===== config.mk =====
export PLATFORM = sky130hd
export DESIGN_NAME = io_trace_monitor_flat
export DESIGN_NICKNAME = d
export VERILOG_FILES = /design/src/rtl/io_trace_if.sv /design/src/rtl/io_trace_monitor.sv /design/src/flat_wrapper.sv
export SDC_FILE = /design/constraint.sdc
export NUM_CORES = 2
export LEC_CHECK = 0
export CORE_MARGIN = 2
export CORE_UTILIZATION = 40
export DETAILED_ROUTE_END_ITERATION = 8
export PLACE_DENSITY = 0.57
export SLEW_MARGIN = 20
export SYNTH_ARGS = -nofsm -noshare
export SYNTH_HDL_FRONTEND = slang
export SYNTH_SLANG_ARGS = --single-unit

===== constraint.sdc =====
create_clock -name i_clk -period 6.1 [get_ports i_clk]
set_clock_uncertainty 0.15 [all_clocks]
set_input_delay 0.61 -clock i_clk [delete_from_list [all_inputs] [get_ports i_clk]]
set_output_delay 0.61 -clock i_clk [all_outputs]
set_load 0.005 [all_outputs]

===== src/rtl/io_trace_if.sv =====
// Event stream port of the trace monitor: one {ch, stamp, data} record per
// accepted transfer, valid/ready handshake.
interface io_trace_if #(
  parameter int CHW = 2,
  parameter int TSW = 32,
  parameter int DW  = 32
) ();
  logic           o_evt_valid;
  logic           i_evt_ready;
  logic [CHW-1:0] o_evt_ch;
  logic [TSW-1:0] o_evt_stamp;
  logic [DW-1:0]  o_evt_data;

  modport master (
    output o_evt_valid,
    output o_evt_ch,
    output o_evt_stamp,
    output o_evt_data,
    input  i_evt_ready
  );

  modport slave (
    input  o_evt_valid,
    input  o_evt_ch,
    input  o_evt_stamp,
    input  o_evt_data,
    output i_evt_ready
  );
endinterface


===== src/rtl/io_trace_monitor.sv =====
// Event-trace monitor: stamps every change of NCH packed channels with the
// enabled-cycle count and queues it in a FIFO drained over a valid/ready port.
// Also counts retired instructions and flags a stalled PC (sticky).
module io_trace_monitor #(
  parameter int NCH   = 4,
  parameter int DW    = 32,
  parameter int DEPTH = 16,
  parameter int TSW   = 32,
  parameter int HANG  = 1024
) (
  input  logic                i_clk,
  input  logic                i_rst_n,
  input  logic                i_en,
  input  logic [NCH*DW-1:0]   i_ch_data,
  input  logic [31:0]         i_pc,
  input  logic                i_insn_vld,
  io_trace_if.master          evt,
  output logic                o_overflow,
  output logic [31:0]         o_retired,
  output logic                o_hang,
  output logic [TSW-1:0]      o_cycle
);

  localparam int CHW = (NCH > 1) ? $clog2(NCH) : 1;
  localparam int AW  = (DEPTH > 1) ? $clog2(DEPTH) : 1;
  localparam int HCW = $clog2(HANG);

  // Change-detect state and per-channel pending slots
  logic [DW-1:0]  r_shadow     [NCH];
  logic [DW-1:0]  r_slot_data  [NCH];
  logic [TSW-1:0] r_slot_stamp [NCH];
  logic [NCH-1:0] r_pend;

  // Event FIFO
  logic [CHW-1:0] r_mem_ch    [DEPTH];
  logic [TSW-1:0] r_mem_stamp [DEPTH];
  logic [DW-1:0]  r_mem_data  [DEPTH];
  logic [AW-1:0]  r_wr_ptr;
  logic [AW-1:0]  r_rd_ptr;
  logic [AW:0]    r_count;

  // Counters and hang detection
  logic [TSW-1:0] r_cycle;
  logic [31:0]    r_retired;
  logic [31:0]    r_pc_prev;
  logic [HCW-1:0] r_stall;
  logic           r_hang;
  logic           r_overflow;

  logic [NCH-1:0] w_change;
  logic [NCH-1:0] w_grant;
  logic [CHW-1:0] w_sel;
  logic           w_any;
  logic           w_valid;
  logic           w_full;
  logic           w_pop;
  logic           w_push;

  // Per-channel change strobe, only while monitoring is enabled
  always_comb begin
    w_change = '0;
    for (int k = 0; k < NCH; k++) begin
      w_change[k] = i_en && (i_ch_data[k*DW +: DW] != r_shadow[k]);
    end
  end

  // Fixed-priority arbiter: lowest-index pending channel wins the push slot
  always_comb begin
    w_any = 1'b0;
    w_sel = '0;
    for (int k = NCH - 1; k >= 0; k--) begin
      if (r_pend[k]) begin
        w_any = 1'b1;
        w_sel = CHW'(k);
      end
    end
  end

  assign w_valid = (r_count != '0);
  assign w_full  = (r_count == (AW+1)'(DEPTH));
  assign w_pop   = w_valid && evt.i_evt_ready;
  // A full FIFO still accepts a push when the head leaves on the same edge
  assign w_push  = w_any && (!w_full || w_pop);

  // One-hot grant, used to tell "being queued now" apart from a true overwrite
  always_comb begin
    w_grant = '0;
    if (w_push) begin
      w_grant = NCH'(1) << w_sel;
    end
  end

  // Stage 0 -> 1: shadow update and pending-slot capture
  always_ff @(posedge i_clk or negedge i_rst_n) begin
    if (!i_rst_n) begin
      r_pend     <= '0;
      r_overflow <= 1'b0;
      for (int k = 0; k < NCH; k++) begin
        r_shadow[k]     <= '0;
        r_slot_data[k]  <= '0;
        r_slot_stamp[k] <= '0;
      end
    end else begin
      for (int k = 0; k < NCH; k++) begin
        if (i_en) begin
          r_shadow[k] <= i_ch_data[k*DW +: DW];
        end
        if (w_change[k]) begin
          r_slot_data[k]  <= i_ch_data[k*DW +: DW];
          r_slot_stamp[k] <= r_cycle;
          r_pend[k]       <= 1'b1;
          if (r_pend[k] && !w_grant[k]) begin
            r_overflow <= 1'b1;
          end
        end else if (w_grant[k]) begin
          r_pend[k] <= 1'b0;
        end
      end
    end
  end

  // Stage 1 -> 2: FIFO pointers and occupancy
  always_ff @(posedge i_clk or negedge i_rst_n) begin
    if (!i_rst_n) begin
      r_wr_ptr <= '0;
      r_rd_ptr <= '0;
      r_count  <= '0;
    end else begin
      if (w_push) begin
        r_wr_ptr <= (r_wr_ptr == AW'(DEPTH - 1)) ? '0 : r_wr_ptr + 1'b1;
      end
      if (w_pop) begin
        r_rd_ptr <= (r_rd_ptr == AW'(DEPTH - 1)) ? '0 : r_rd_ptr + 1'b1;
      end
      case ({w_push, w_pop})
        2'b10:   r_count <= r_count + 1'b1;
        2'b01:   r_count <= r_count - 1'b1;
        default: r_count <= r_count;
      endcase
    end
  end

  // FIFO storage; contents only matter while counted, so no reset needed
  always_ff @(posedge i_clk) begin
    if (w_push) begin
      r_mem_ch[r_wr_ptr]    <= w_sel;
      r_mem_stamp[r_wr_ptr] <= r_slot_stamp[w_sel];
      r_mem_data[r_wr_ptr]  <= r_slot_data[w_sel];
    end
  end

  // Cycle, retired-instruction and PC-stall counters, frozen while disabled
  always_ff @(posedge i_clk or negedge i_rst_n) begin
    if (!i_rst_n) begin
      r_cycle   <= '0;
      r_retired <= '0;
      r_pc_prev <= '0;
      r_stall   <= '0;
      r_hang    <= 1'b0;
    end else if (i_en) begin
      r_cycle   <= r_cycle + 1'b1;
      r_pc_prev <= i_pc;
      if (i_insn_vld) begin
        r_retired <= r_retired + 1'b1;
      end
      if (i_pc == r_pc_prev) begin
        // Counter saturates at HANG-1; the HANG-th stalled edge sets the flag
        if (r_stall == HCW'(HANG - 1)) begin
          r_hang <= 1'b1;
        end else begin
          r_stall <= r_stall + 1'b1;
        end
      end else begin
        r_stall <= '0;
      end
    end
  end

  // Head fields are forced to zero when empty so reset drives all outputs low
  assign evt.o_evt_valid = w_valid;
  assign evt.o_evt_ch    = w_valid ? r_mem_ch[r_rd_ptr]    : '0;
  assign evt.o_evt_stamp = w_valid ? r_mem_stamp[r_rd_ptr] : '0;
  assign evt.o_evt_data  = w_valid ? r_mem_data[r_rd_ptr]  : '0;

  assign o_overflow = r_overflow;
  assign o_retired  = r_retired;
  assign o_hang     = r_hang;
  assign o_cycle    = r_cycle;

endmodule


===== src/flat_wrapper.sv =====
// flat-port wrapper written by rule: the top's interface ports become plain ports
module io_trace_monitor_flat 
#(
  parameter int NCH   = 4,
  parameter int DW    = 32,
  parameter int DEPTH = 16,
  parameter int TSW   = 32,
  parameter int HANG  = 1024
)
  (i_clk, i_rst_n, i_en, i_ch_data, i_pc, i_insn_vld, o_overflow, o_retired, o_hang, o_cycle, evt_o_evt_valid, evt_o_evt_ch, evt_o_evt_stamp, evt_o_evt_data, evt_i_evt_ready);
  io_trace_if #(.CHW((2)), .TSW(TSW), .DW(DW)) evt_i ();
  input  logic i_clk;
  input  logic i_rst_n;
  input  logic i_en;
  input  logic [NCH*DW-1:0] i_ch_data;
  input  logic [31:0] i_pc;
  input  logic i_insn_vld;
  output logic o_overflow;
  output logic [31:0] o_retired;
  output logic o_hang;
  output logic [TSW-1:0] o_cycle;
  output wire logic [$bits(evt_i.o_evt_valid)-1:0] evt_o_evt_valid;
  output wire logic [$bits(evt_i.o_evt_ch)-1:0] evt_o_evt_ch;
  output wire logic [$bits(evt_i.o_evt_stamp)-1:0] evt_o_evt_stamp;
  output wire logic [$bits(evt_i.o_evt_data)-1:0] evt_o_evt_data;
  input wire logic [$bits(evt_i.i_evt_ready)-1:0] evt_i_evt_ready;
  assign evt_o_evt_valid = evt_i.o_evt_valid;
  assign evt_o_evt_ch = evt_i.o_evt_ch;
  assign evt_o_evt_stamp = evt_i.o_evt_stamp;
  assign evt_o_evt_data = evt_i.o_evt_data;
  assign evt_i.i_evt_ready = evt_i_evt_ready;
  io_trace_monitor #(.NCH(NCH), .DW(DW), .DEPTH(DEPTH), .TSW(TSW), .HANG(HANG)) u_core (.i_clk(i_clk), .i_rst_n(i_rst_n), .i_en(i_en), .i_ch_data(i_ch_data), .i_pc(i_pc), .i_insn_vld(i_insn_vld), .evt(evt_i), .o_overflow(o_overflow), .o_retired(o_retired), .o_hang(o_hang), .o_cycle(o_cycle));
endmodule

==> results by group <==
Yosys
  • Post-synthesis net count: ~3500
  • Synth Cell Area: roughly 63000 um2
  • Post-synth ARST share: 0.325
  • Most numerous cell in the Yosys netlist: edfxtp_1
  • Cells after Synth: about 3300
  • Top cell type's share of synthesized area: 0.502
  • Synthesized flop and latch total: 1565
  • Distinct cell type count after synthesis: 56
  • Cell taking the most area after synthesis: edfxtp_1
  • EDFF count, synth: 1056
  • Yosys warning count: 0
  • Seq/Total Area, Yosys: 0.703
  • Syn_area_per_cell: around 19 um2
  • Top area cells in the synthesized netlist: edfxtp_1, dfrtp_1, mux4_2
  • Commonest cells post-synth: edfxtp_1, dfrtp_1, mux2_2, mux4_2, xor2_1
  • Synth Flop Type: edfxtp_1

Placed design
  • Cells after DPL: ~5600
  • Gpl congestion: around 0.76
  • Hpwl dp: roughly 91000 um
  • Port bufs: just under 300

Floorplan
  • IO Count: between 200 and 300
  • Row count: 145
  • Initial Util: 0.404
  • Die Wd: ~400 um
  • Core footprint: about 160000 um2
  • DIE AREA: roughly 160000 um2
  • Floorplan die height: roughly 400 um

Setup path
  • Crit path required time: 5.34 ns
  • Cell Chain, Critical Path: buf_12 > mux4_2 > mux4_2 > and2_1 > clkdlybuf4s50_1
  • Crit path max-delay family: multiplexers
  • Critical path class: reg -> out
  • Crit-path max cell delay: 0.72 ns
  • Most common cell on crit path: mux4_2
  • Critical path launch point type: register
  • Number of buffers and inverters on the critical path: 2
  • CP Data Arrival Time: between 3 and 4 ns
  • CP max stage cell: dfrtp_4
  • CP endpoint kind: output pin
  • FF-to-FF path depth: 7
  • Crit-path max FO: 57
  • CP Depth: 5

Routing
  • Met3 WL: 9210 um
  • Number of DRC markers in iteration 0: between 2000 and 2500
  • ANT nets after route: 0
  • Met2 wire length: between 70000 and 80000 um
  • Vias/cell: approximately 5.4
  • Routed WL: between 150000 and 200000 um
  • Drt first pass iters: 5
  • Vias: 31667
  • DRT met1 WL: slightly below 70000 um
  • Post-DR wirelength/cell: approximately 26 um
  • Detailed-route DRC error count: 0
  • Highest metal used: met5

Global routing
  • Vias in the first global route: between 30000 and 40000
  • First-pass GRT wire length: 227000 um
  • Initial antenna violation count: 10
  • Largest net degree at the start of global routing: 165
  • Total track usage: 0.191
  • Total grt overflow: 0

Final layout
  • Filler cells: approximately 13000
  • Cell Count, Final, Fillers Out: a little under 6000
  • Final nets: ~3900
  • Area delta synth->final: 17.7%
  • Share of post-route cells with drive strength above 1: 0.298

Timing
  • Final Hold Vio Count: 0
  • Fmax: approximately 0.22 GHz
  • Minimum clock period: 4.61 ns
  • Fin crit share: 0.755
  • Endpoints failing setup: 0
  • Setup TNS: 0 ns
  • RSZ-0062 raised after global routing: false
  • Fin. max-slew vios: 0
  • Slew of the pin with the lowest slew margin: 1.09 ns
  • Hold WS: between 0.2 and 0.25 ns
  • Slew headroom: 0.271

Clock network
  • CTS Sinks: about 1600
  • CTS tree: yes
  • PostCTS Resize Cnt: 0
  • Setup bufs post-CTS: 0
  • Clk_lat worst skew: 0.80 ns
  • CTS HTree Levels: 4
  • Hold Buf Count CTS: 1
  • Clock slew at reported path FFs: about 0.060 ns
  • Max Root-Sink Buffers: 3
  • Root Driver: clkbuf_16
  • CTS Buf Count: approximately 160

Min path
  • Hold Path Depth: 3
  • Hold Path Class: in -> reg

Power
  • VDD IR max: 0.359 mV
  • Leakage: 26.2 nW
  • Cell area power density: 440 nW/um2

Job
  • Max-cap viol count: 0

Run status
  • Outcome: completed
==> logic make-up after synthesis <==
logic type / synth area share
adder cells (fa/ha/maj): 0.00249
buffers and inverters: 0.0149
multiplexers: 0.203
XOR/XNOR: 0.0315
AND/OR/NAND/NOR: 0.0271
AO/OA/AOI/OAI: 0.0176
flip-flops: 0.703
==> sequential cells by signal, summed over array words and instances, names as in the netlist <==
name,count
u_core.r_mem_data,512
u_core.r_mem_stamp,512
u_core.r_shadow,128
u_core.r_slot_data,128
u_core.r_slot_stamp,128
u_core.o_cycle,32
u_core.o_retired,32
u_core.r_mem_ch,32
u_core.r_pc_prev,32
u_core.r_stall,10
u_core.r_count,5
u_core.r_pend,4
u_core.r_rd_ptr,4
u_core.r_wr_ptr,4
u_core.o_hang,1
u_core.o_overflow,1
==> cells in the final DEF (no fill, tap or decap), drive strengths merged, types with 82 or more instances in the layout <==
cell	n
buf	118
clkbuf	231
clkdlybuf4s50	295
dfrtp	509
edfxtp	1056
mux2	421
mux4	330
o21ai	82
xnor2	85
xor2	142
==> path summary, 6_finish.rpt <==
kind | slack [ns] | to | from
setup / recovery | 1.49 | evt_o_evt_data[5] | u_core.r_rd_ptr[0]
hold / removal | 0.23 | u_core.o_cycle[2] | i_en
setup reg to reg | 2.70 | u_core.r_slot_stamp[43] | u_core.r_shadow[32]
hold reg to reg | 0.34 | u_core.o_retired[6] | u_core.o_retired[6]
max in group asynchronous | 4.05 | u_core.r_slot_data[24] | i_rst_n
min in group asynchronous | 0.25 | u_core.o_retired[19] | i_rst_n
==> metal layers <==
| layer | vias to the layer above | global-route usage |
|---|---|---|
| li1 | 13824 | - |
| met1 | 16803 | 0.272 |
| met2 | 838 | 0.299 |
| met3 | 194 | 0.0402 |
| met4 | 8 | 0.0503 |
| met5 | - | 0 |
==> final cells by class <==
cell class / count / area (um2) / area share
Timing Repair Buffer: 415 / 4190 / 0.0563
Clock buffer: 230 / 4530 / 0.0609
Multi-Input combinational cell: 1531 / 18100 / 0.243
Antenna cell: 2 / 5.00 / 0.0000673
Sequential cell: 1565 / 44500 / 0.598
Tap cell: 2058 / 2570 / 0.0346
Clock inverter: 71 / 561 / 0.00753
Inverter: 6 / 22.5 / 0.000303
==> where the power goes <==
group	internal (mW)	switching [mW]	leakage (nW)	total, mW
registers	13.3	0.769	16.0	14.1
clock network	5.34	4.14	2.49	9.47
logic	4.61	4.51	7.72	9.13
==> worst min-delay path: cells and delay by family <==
kind	cells	cell delay (ns)
xor+xnor	1	0.06
buf+inv	1	0.28
simple gates	1	0.16
==> per-stage QoR <==
| step | cell area, um2 | worst slack [ns] | utilization | power, mW |
|---|---|---|---|---|
| final | 74400 | 1.49 | 0.475 | 32.7 |
| after global routing | 74400 | 1.29 | 0.475 | 34.2 |
| after CTS | 74300 | 1.17 | 0.475 | 33.2 |
| after detailed placement | 69200 | 1.81 | 0.442 | 23.7 |
| after global placement | 69200 | 1.84 | 0.442 | 23.6 |
| after floorplan | 63200 | 1.14 | - | 19.7 |
Power figures use the tool's default switching activity.
